[config.mk]
export PLATFORM = sky130hd
export DESIGN_NAME = write_burst_submodule
export DESIGN_NICKNAME = d
export VERILOG_FILES = /design/src/rtl/write_burst_submodule.sv
export SDC_FILE = /design/constraint.sdc
export NUM_CORES = 1
export LEC_CHECK = 0
export ABC_AREA = 1
export ABC_CLOCK_PERIOD_IN_PS = 4750
export CAP_MARGIN = 0
export CORE_ASPECT_RATIO = 1.1
export CORE_MARGIN = 2
export CORE_UTILIZATION = 35
export CTS_CLUSTER_DIAMETER = 120
export DETAILED_ROUTE_END_ITERATION = 10
export PLACE_DENSITY = 0.67
export RECOVER_POWER = 50
export SKIP_CTS_REPAIR_TIMING = 1
export SLEW_MARGIN = 25
export SYNTH_ARGS = -nofsm -noshare
export SYNTH_HDL_FRONTEND = slang
export SYNTH_SLANG_ARGS = --single-unit
[constraint.sdc]
create_clock -name clk -period 4.75 [get_ports clk]
set_clock_uncertainty 0.2 [all_clocks]
set_input_delay 0.7125 -clock clk [delete_from_list [all_inputs] [get_ports clk]]
set_output_delay 0.7125 -clock clk [all_outputs]
set_load 0.02 [all_outputs]
[src/rtl/write_burst_submodule.sv]
// Multi-beat write engine: fetches one data word per beat from the supermodule and runs
// an AW/W/B exchange per beat, with incrementing or fixed addressing and a sticky error.
module write_burst_submodule #(
   parameter int DATA_W       = 32,
   parameter int ADDR_W       = 4,
   parameter int MAX_LEN      = 8,
   parameter int LEN_W        = $clog2(MAX_LEN),
   parameter bit ABORT_ON_ERR = 1'b0
) (
   input  logic              clk,
   input  logic              rst,
   output logic              aw_valid,
   input  logic              aw_ready,
   output logic [ADDR_W-1:0] aw_address,
   output logic              w_valid,
   input  logic              w_ready,
   output logic [DATA_W-1:0] w_data,
   input  logic              b_valid,
   output logic              b_ready,
   input  logic              b_resp,
   input  logic              start,
   input  logic [ADDR_W-1:0] addr,
   input  logic [LEN_W-1:0]  len,
   input  logic              incr,
   input  logic [DATA_W-1:0] data,
   input  logic              data_valid,
   output logic              data_ready,
   output logic              busy,
   output logic              done,
   output logic              resp,
   output logic [LEN_W:0]    beat_cnt
);

   typedef enum logic [2:0] {IDLE, LOAD, XFER, RESP, DONE} state_t;

   state_t            state_reg;
   logic [ADDR_W-1:0] addr_reg;
   logic [LEN_W-1:0]  len_reg;
   logic              incr_reg;

   logic aw_fire;
   logic w_fire;
   logic aw_clear;
   logic w_clear;
   logic last_beat;

   assign aw_fire   = aw_valid && aw_ready;
   assign w_fire    = w_valid && w_ready;
   // A channel is finished once its valid has dropped or it handshakes this cycle.
   assign aw_clear  = !aw_valid || aw_ready;
   assign w_clear   = !w_valid || w_ready;
   assign last_beat = (beat_cnt == {1'b0, len_reg});

   always_ff @(posedge clk or posedge rst) begin
      if (rst) begin
         state_reg  <= IDLE;
         addr_reg   <= '0;
         len_reg    <= '0;
         incr_reg   <= 1'b0;
         aw_valid   <= 1'b0;
         aw_address <= '0;
         w_valid    <= 1'b0;
         w_data     <= '0;
         b_ready    <= 1'b0;
         data_ready <= 1'b0;
         busy       <= 1'b0;
         done       <= 1'b0;
         resp       <= 1'b0;
         beat_cnt   <= '0;
      end else begin
         case (state_reg)
            IDLE: begin
               if (start) begin
                  addr_reg   <= addr;
                  len_reg    <= len;
                  incr_reg   <= incr;
                  resp       <= 1'b0;
                  beat_cnt   <= '0;
                  data_ready <= 1'b1;
                  busy       <= 1'b1;
                  state_reg  <= LOAD;
               end
            end
            LOAD: begin
               if (data_valid) begin
                  w_data     <= data;
                  aw_address <= addr_reg;
                  aw_valid   <= 1'b1;
                  w_valid    <= 1'b1;
                  data_ready <= 1'b0;
                  state_reg  <= XFER;
               end
            end
            XFER: begin
               if (aw_fire) aw_valid <= 1'b0;
               if (w_fire)  w_valid  <= 1'b0;
               if (aw_clear && w_clear) begin
                  b_ready   <= 1'b1;
                  state_reg <= RESP;
               end
            end
            RESP: begin
               if (b_valid) begin
                  resp     <= resp | b_resp;
                  beat_cnt <= beat_cnt + 1'b1;
                  addr_reg <= addr_reg + ADDR_W'(incr_reg);
                  b_ready  <= 1'b0;
                  // beat_cnt still holds the pre-increment count here.
                  if (last_beat || (ABORT_ON_ERR && b_resp)) begin
                     done      <= 1'b1;
                     state_reg <= DONE;
                  end else begin
                     data_ready <= 1'b1;
                     state_reg  <= LOAD;
                  end
               end
            end
            DONE: begin
               done      <= 1'b0;
               busy      <= 1'b0;
               state_reg <= IDLE;
            end
            default: state_reg <= IDLE;
         endcase
      end
   end

endmodule

==> impl_results.md, run 1 <==
- Status: complete, but fails checks
- Top_reg_cell synth: dfrtp_1
- DRT iter0 DRCs: 66
- Core Util, Final: 0.510
- CTS clk-pin slew, worst paths: 0.06 ns
- Worst-case reg-to-reg path depth: 6
- IO Count: 95
- Hold path startpoint: w_data[0]
- CTS root buffer: clkbuf_8
- Synthesized area: 0.00262 mm^2
- Top-count cell post-synth: nand2_1
- Total Power: 2.47 mW
- P&R area growth vs syn: 43.1%
- Core area: 0.00735 mm^2
- GP Congestion: 0.778
- Final setup vio count: 0
- #FFs+latches synth: 58
- DRC: 0
- Hpwl dp: 4470 um
- Setup TNS: 0 ns
- Clk Latency, worst-skew pair: 0.33 ns
- Max-cap violation count: 1
- FF-to-FF setup slack: 2.64 ns
- Drt first pass iters: 4
- Per-cell routed wire length: 12.4 um
- Ranking of synthesized cells by area: dfrtp_1, nand2_1, inv_1, buf_6, o21ai_0
- Critical Path AT: 3.17 ns
- CP Class: input port to async pin
- RSZ-0062 raised after global routing: false
- Starting Density: 0.356
- Mapped Cells: 307
- Syn_nets: 358
- FF-to-FF End: addr_reg[3]
- Clock buffer depth: 2
- Clock sink count: 58
- Yosys top cell area share: 0.554
- Startpoint type of the worst setup path: input port
- Row cnt: 33
- Pleak: 1.87 nW
- CP Launch Point: rst
- Slew @ Worst Pin: 1.54 ns
- Share of post-route cells with drive strength above 1: 0.0688
- Hold slack final: 0.270 ns
- HP Class: flop to flop
- TritonCTS Buffers: 9
- Final Hold Vio Count: 0
- Wirelength, routed: 6130 um
- Final min period: 3.06 ns
- IO Port Bufs: 94
- Vias in the first global route: 2323
- Post-route ant nets: 0
- Min-Delay Endpoint: w_data[0]
- Fmax: 327 MHz
- Drt via density: 4.51
- Largest register by flop count: w_data
- Fin nets: 454
- Cell Pwr Density: 659 mW/mm^2
- Worst rel slew slack: -0.0254
- H-tree depth: 3
- Reg2Reg Launch Point: state_reg[1]
- Clock tree from TritonCTS: yes
- Syn. warnings: 0
- Worst-path fanout max: 40
- Max reg flops: 32
- Avg Cell Area, Syn: 8.53 um^2
- Crit. End Element: async pin
- Gr ovfl total: 0
- Count of cell types in the netlist: 25
- Largest net degree at the start of global routing: 43
- Tcrit/Tclk final: 0.643
- Hold depth: 2
- Max Slew Vio Count: 41
- First-pass GRT wire length: 10300 um
- Post-synth top cells: nand2_1, dfrtp_1, inv_1
- Die ar.: 0.00819 mm^2
- EDFF count, synth: 0
- Max rail drop VDD: 0.000399 V
- Register area share after synthesis: 0.554
- Die H: 94.7 um
- Initial antenna violation count: 0
- Horiz. Die Dim: 86.5 um
- Total GRT Usage: 0.162
- Failing checks: capacitance limit, slew limit
- Ant. Diodes: 0
- Vias: 2230
- Synth area leader: dfrtp_1
- Data required time of the worst path: 4.87 ns
- Fillcell total: 725
- FFs w/ async S/R, synth: 1.00
where the power goes:
group | leakage [nW] | internal [mW] | switching (mW) | total, mW
logic | 1.06 | 0.507 | 0.665 | 1.17
registers | 0.717 | 0.714 | 0.147 | 0.861
clock network | 0.0962 | 0.252 | 0.185 | 0.437
worst max-delay path, cell delays in order:
cell and delay [ns]:
dlygate4sd3_1 0.53, inv_1 1.10, clkbuf_1 0.81
per-layer routing:
layer  wire (um)  part of all wire  global-route usage  vias up
li1            -                 -                   -     1138
met1        2790              0.45               0.199     1031
met4         152             0.025              0.0820        0
met2        2980              0.49               0.267       50
met5           0                 0                   0        -
met3         211             0.034              0.0341       11
cells in the final DEF (no fill, tap or decap):
cell,synthesis,layout
a21oi_1,3,3
a31oi_1,1,1
bufinv_16,0,1
clkbuf_1,0,3
clkbuf_8,0,10
clkdlybuf4s50_1,0,91
clkinv_2,0,2
dfrtp_1,58,58
dlygate4sd3_1,0,3
ha_1,3,3
inv_1,24,24
inv_2,1,1
inv_6,1,1
nand2_1,145,147
nand2_2,4,2
nand2_4,1,1
nand3_1,10,10
nand4_1,2,2
nor2_1,12,12
nor2_4,1,1
nor2_8,1,1
nor3_1,3,3
o211ai_1,2,2
o21ai_0,13,14
o21ai_1,2,1
o21ai_2,4,4
or2_2,4,4
xor2_1,2,2
stage by stage:
step                      worst slack, ns  std cells  area, um^2
final                                1.69        494        3750
after global routing                 1.21        494        3750
after CTS                            2.43        494        3760
after detailed placement             2.29        479        3570
after global placement               2.33        479        3570
after floorplan                      2.41        307        2620
worst max path at each step:
| stage | endpoint | slack [ns] | cells after the start |
|---|---|---|---|
| final | w_data[14] | 1.69 | 3 |
| after global routing | aw_valid | 1.21 | 3 |
| after CTS | beat_cnt[2] | 2.43 | 1 |
| after detailed placement | aw_address[2] | 2.29 | 6 |
| after global placement | aw_address[2] | 2.33 | 6 |
| after floorplan | addr_reg[0] | 2.41 | 1 |
cells by family (layout without fill, tap and decap cells):
family | Yosys count | count (layout) | synth area share
simple gates | 183 | 183 | 0.290
flops | 58 | 58 | 0.554
buf+inv | 36 | 136 | 0.0793
compound gates | 25 | 25 | 0.0559
fa+ha+maj | 3 | 3 | 0.0143
xor+xnor | 2 | 2 | 0.00669
cell type report:
class	count	area (um^2)	share of cell area
Clock buffer	12	145	0.0387
Clock inverter	3	40.0	0.0107
Inverter	26	103	0.0274
Multi-Input combinational cell	213	956	0.255
Sequential cell	58	1450	0.387
Tap cell	87	109	0.0290
Timing Repair Buffer	95	945	0.252
Power figures use the tool's default switching activity.
==> inputs of run 2 (changes only) <==
--- a/config.mk
+++ b/config.mk
@@ -6,7 +6,7 @@
 export NUM_CORES = 1
 export LEC_CHECK = 0
 export ABC_AREA = 1
-export ABC_CLOCK_PERIOD_IN_PS = 4750
+export ABC_CLOCK_PERIOD_IN_PS = 3100
 export CAP_MARGIN = 0
 export CORE_ASPECT_RATIO = 1.1
 export CORE_MARGIN = 2
==> constraint.sdc (replaced) <==
create_clock -name clk -period 3.1 [get_ports clk]
set_clock_uncertainty 0.2 [all_clocks]
set_input_delay 0.465 -clock clk [delete_from_list [all_inputs] [get_ports clk]]
set_output_delay 0.465 -clock clk [all_outputs]
set_load 0.02 [all_outputs]
==> impl_results.md, run 2 (synthesized netlist as in run 1, its figures left out) <==
- Max Slew Vio Count: 0 (was 41)
- CTS clk-pin slew, worst paths: 0.06 ns (about the same)
- Worst-path fanout max: 58 (was 40)
- Row cnt: 33 (unchanged)
- Final Hold Vio Count: 0 (unchanged)
- RSZ-0062 raised after global routing: false (unchanged)
- Vias: 2240 (was 2230)
- Vias in the first global route: 2191 (was 2323)
- Total GRT Usage: 0.162 (about the same)
- Drt first pass iters: 4 (unchanged)
- Largest net degree at the start of global routing: 59 (was 43)
- Max rail drop VDD: 0.000482 V (was 0.000399 V)
- Worst rel slew slack: 0.0526 (was -0.0254)
- HP Class: flop to flop (unchanged)
- DRC: 0 (unchanged)
- Worst slack at placement: 0.882 ns (was 2.29 ns)
- Per-cell routed wire length: 12.4 um (about the same)
- DRT iter0 DRCs: 99 (was 66)
- CTS root buffer: clkbuf_8 (unchanged)
- Die H: 94.7 um (unchanged)
- Clock buffer depth: 2 (unchanged)
- Max-cap violation count: 0 (was 1)
- Clock tree from TritonCTS: yes (unchanged)
- Ant. Diodes: 0 (unchanged)
- Starting Density: 0.356 (unchanged)
- Max reg flops: 32 (unchanged)
- Setup TNS: 0 ns (unchanged)
- Post-route ant nets: 0 (unchanged)
- Data required time of the worst path: 3.10 ns (was 4.87 ns)
- Initial antenna violation count: 0 (unchanged)
- Slew @ Worst Pin: 1.42 ns (was 1.54 ns)
- Largest register by flop count: w_data (unchanged)
- GP Congestion: 0.783 (was 0.778)
- Pleak: 1.86 nW (was 1.87 nW)
- Most common cell after layout, fill and taps aside: nand2_1 (unchanged)
- Fin nets: 455 (was 454)
- CP Launch Point: rst (unchanged)
- Total Power: 3.69 mW (was 2.47 mW)
- Core area: 0.00735 mm^2 (unchanged)
- Final setup vio count: 0 (unchanged)
- Cell Pwr Density: 990 mW/mm^2 (was 659 mW/mm^2)
- Clock sink count: 58 (unchanged)
- Tcrit/Tclk final: 0.684
- Gr ovfl total: 0 (unchanged)
- Horiz. Die Dim: 86.5 um (unchanged)
- Crit. End Element: async pin (unchanged)
- Final min period: 2.12 ns
- Fmax: 472 MHz
- Reg2Reg Launch Point: state_reg[2] (was state_reg[1])
- Hold path startpoint: w_data[0] (unchanged)
- Finished Cell Area: 0.00373 mm^2 (was 0.00375 mm^2)
- Hold slack final: 0.270 ns (about the same)
- P&R area growth vs syn: 42.3% (was 43.1%)
- Startpoint type of the worst setup path: input port (unchanged)
- Commonest cells after routing, fill and taps aside: nand2_1, clkdlybuf4s50_1, dfrtp_1 (unchanged)
- CP Class: input port to async pin (unchanged)
- Slack of the critical path: 0.980 ns (was 1.69 ns)
- Non-Filler Instances: 494 (unchanged)
- Placed insts: 480 (was 479)
- Fillcell total: 721 (was 725)
- First-pass GRT wire length: 10200 um (was 10300 um)
- Hpwl dp: 4380 um (was 4470 um)
- H-tree depth: 3 (unchanged)
- Core Util, Final: 0.507 (was 0.510)
- Die ar.: 0.00819 mm^2 (unchanged)
- Critical Path AT: 2.12 ns (was 3.17 ns)
- Drt via density: 4.53 (was 4.51)
- Placed Area: 0.00359 mm^2 (was 0.00357 mm^2)
- TritonCTS Buffers: 9 (unchanged)
- IO Port Bufs: 94 (unchanged)
- Share of post-route cells with drive strength above 1: 0.0713 (was 0.0688)
- Clk Latency, worst-skew pair: 0.33 ns (about the same)
- Wirelength, routed: 6110 um (was 6130 um)
- Status: complete, no violations (was complete, but fails checks)
- IO Count: 95 (unchanged)
run 2: worst paths after layout:
| path | endpoint | slack [ns] | depth (start not counted) |
|---|---|---|---|
| hold reg to reg | w_data[0] | 0.27 | 2 |
| setup reg to reg | addr_reg[3] | 1.02 | 6 |
| hold / removal | w_data[0] | 0.27 | 2 |
| min in group asynchronous | w_data[27] | 0.86 | 3 |
| max in group clk | addr_reg[3] | 1.02 | 6 |
| setup / recovery | state_reg[0] | 0.98 | 3 |
run 2: report_power, final:
part           internal, mW  total [mW]  switching [mW]  leakage [nW]
Sequential             1.10        1.32           0.222         0.717
Clock                 0.300       0.582           0.282        0.0810
Combinational         0.778        1.79            1.01          1.06
run 2: cell type report:
type                    instances  area [um^2]  share of cell area
inverters                      26          103              0.0275
clock buffers                  11          141              0.0379
multi-input cells             213          956               0.256
repair buffers                 96          950               0.255
flip-flops and latches         58         1450               0.389
clock inverters                 3         17.5             0.00470
well taps                      87          109              0.0292
run 2: worst max-delay path: stages:
cell and delay (ns):
dlygate4sd3_1 0.54, clkinv_1 0.05, clkbuf_2 1.03
run 2: layer usage:
layer,wire length (um),GRT usage,up-vias
met5,0,0,-
met4,134,0.0677,0
met3,279,0.0551,8
met2,3020,0.256,55
met1,2680,0.203,1038
li1,-,-,1139
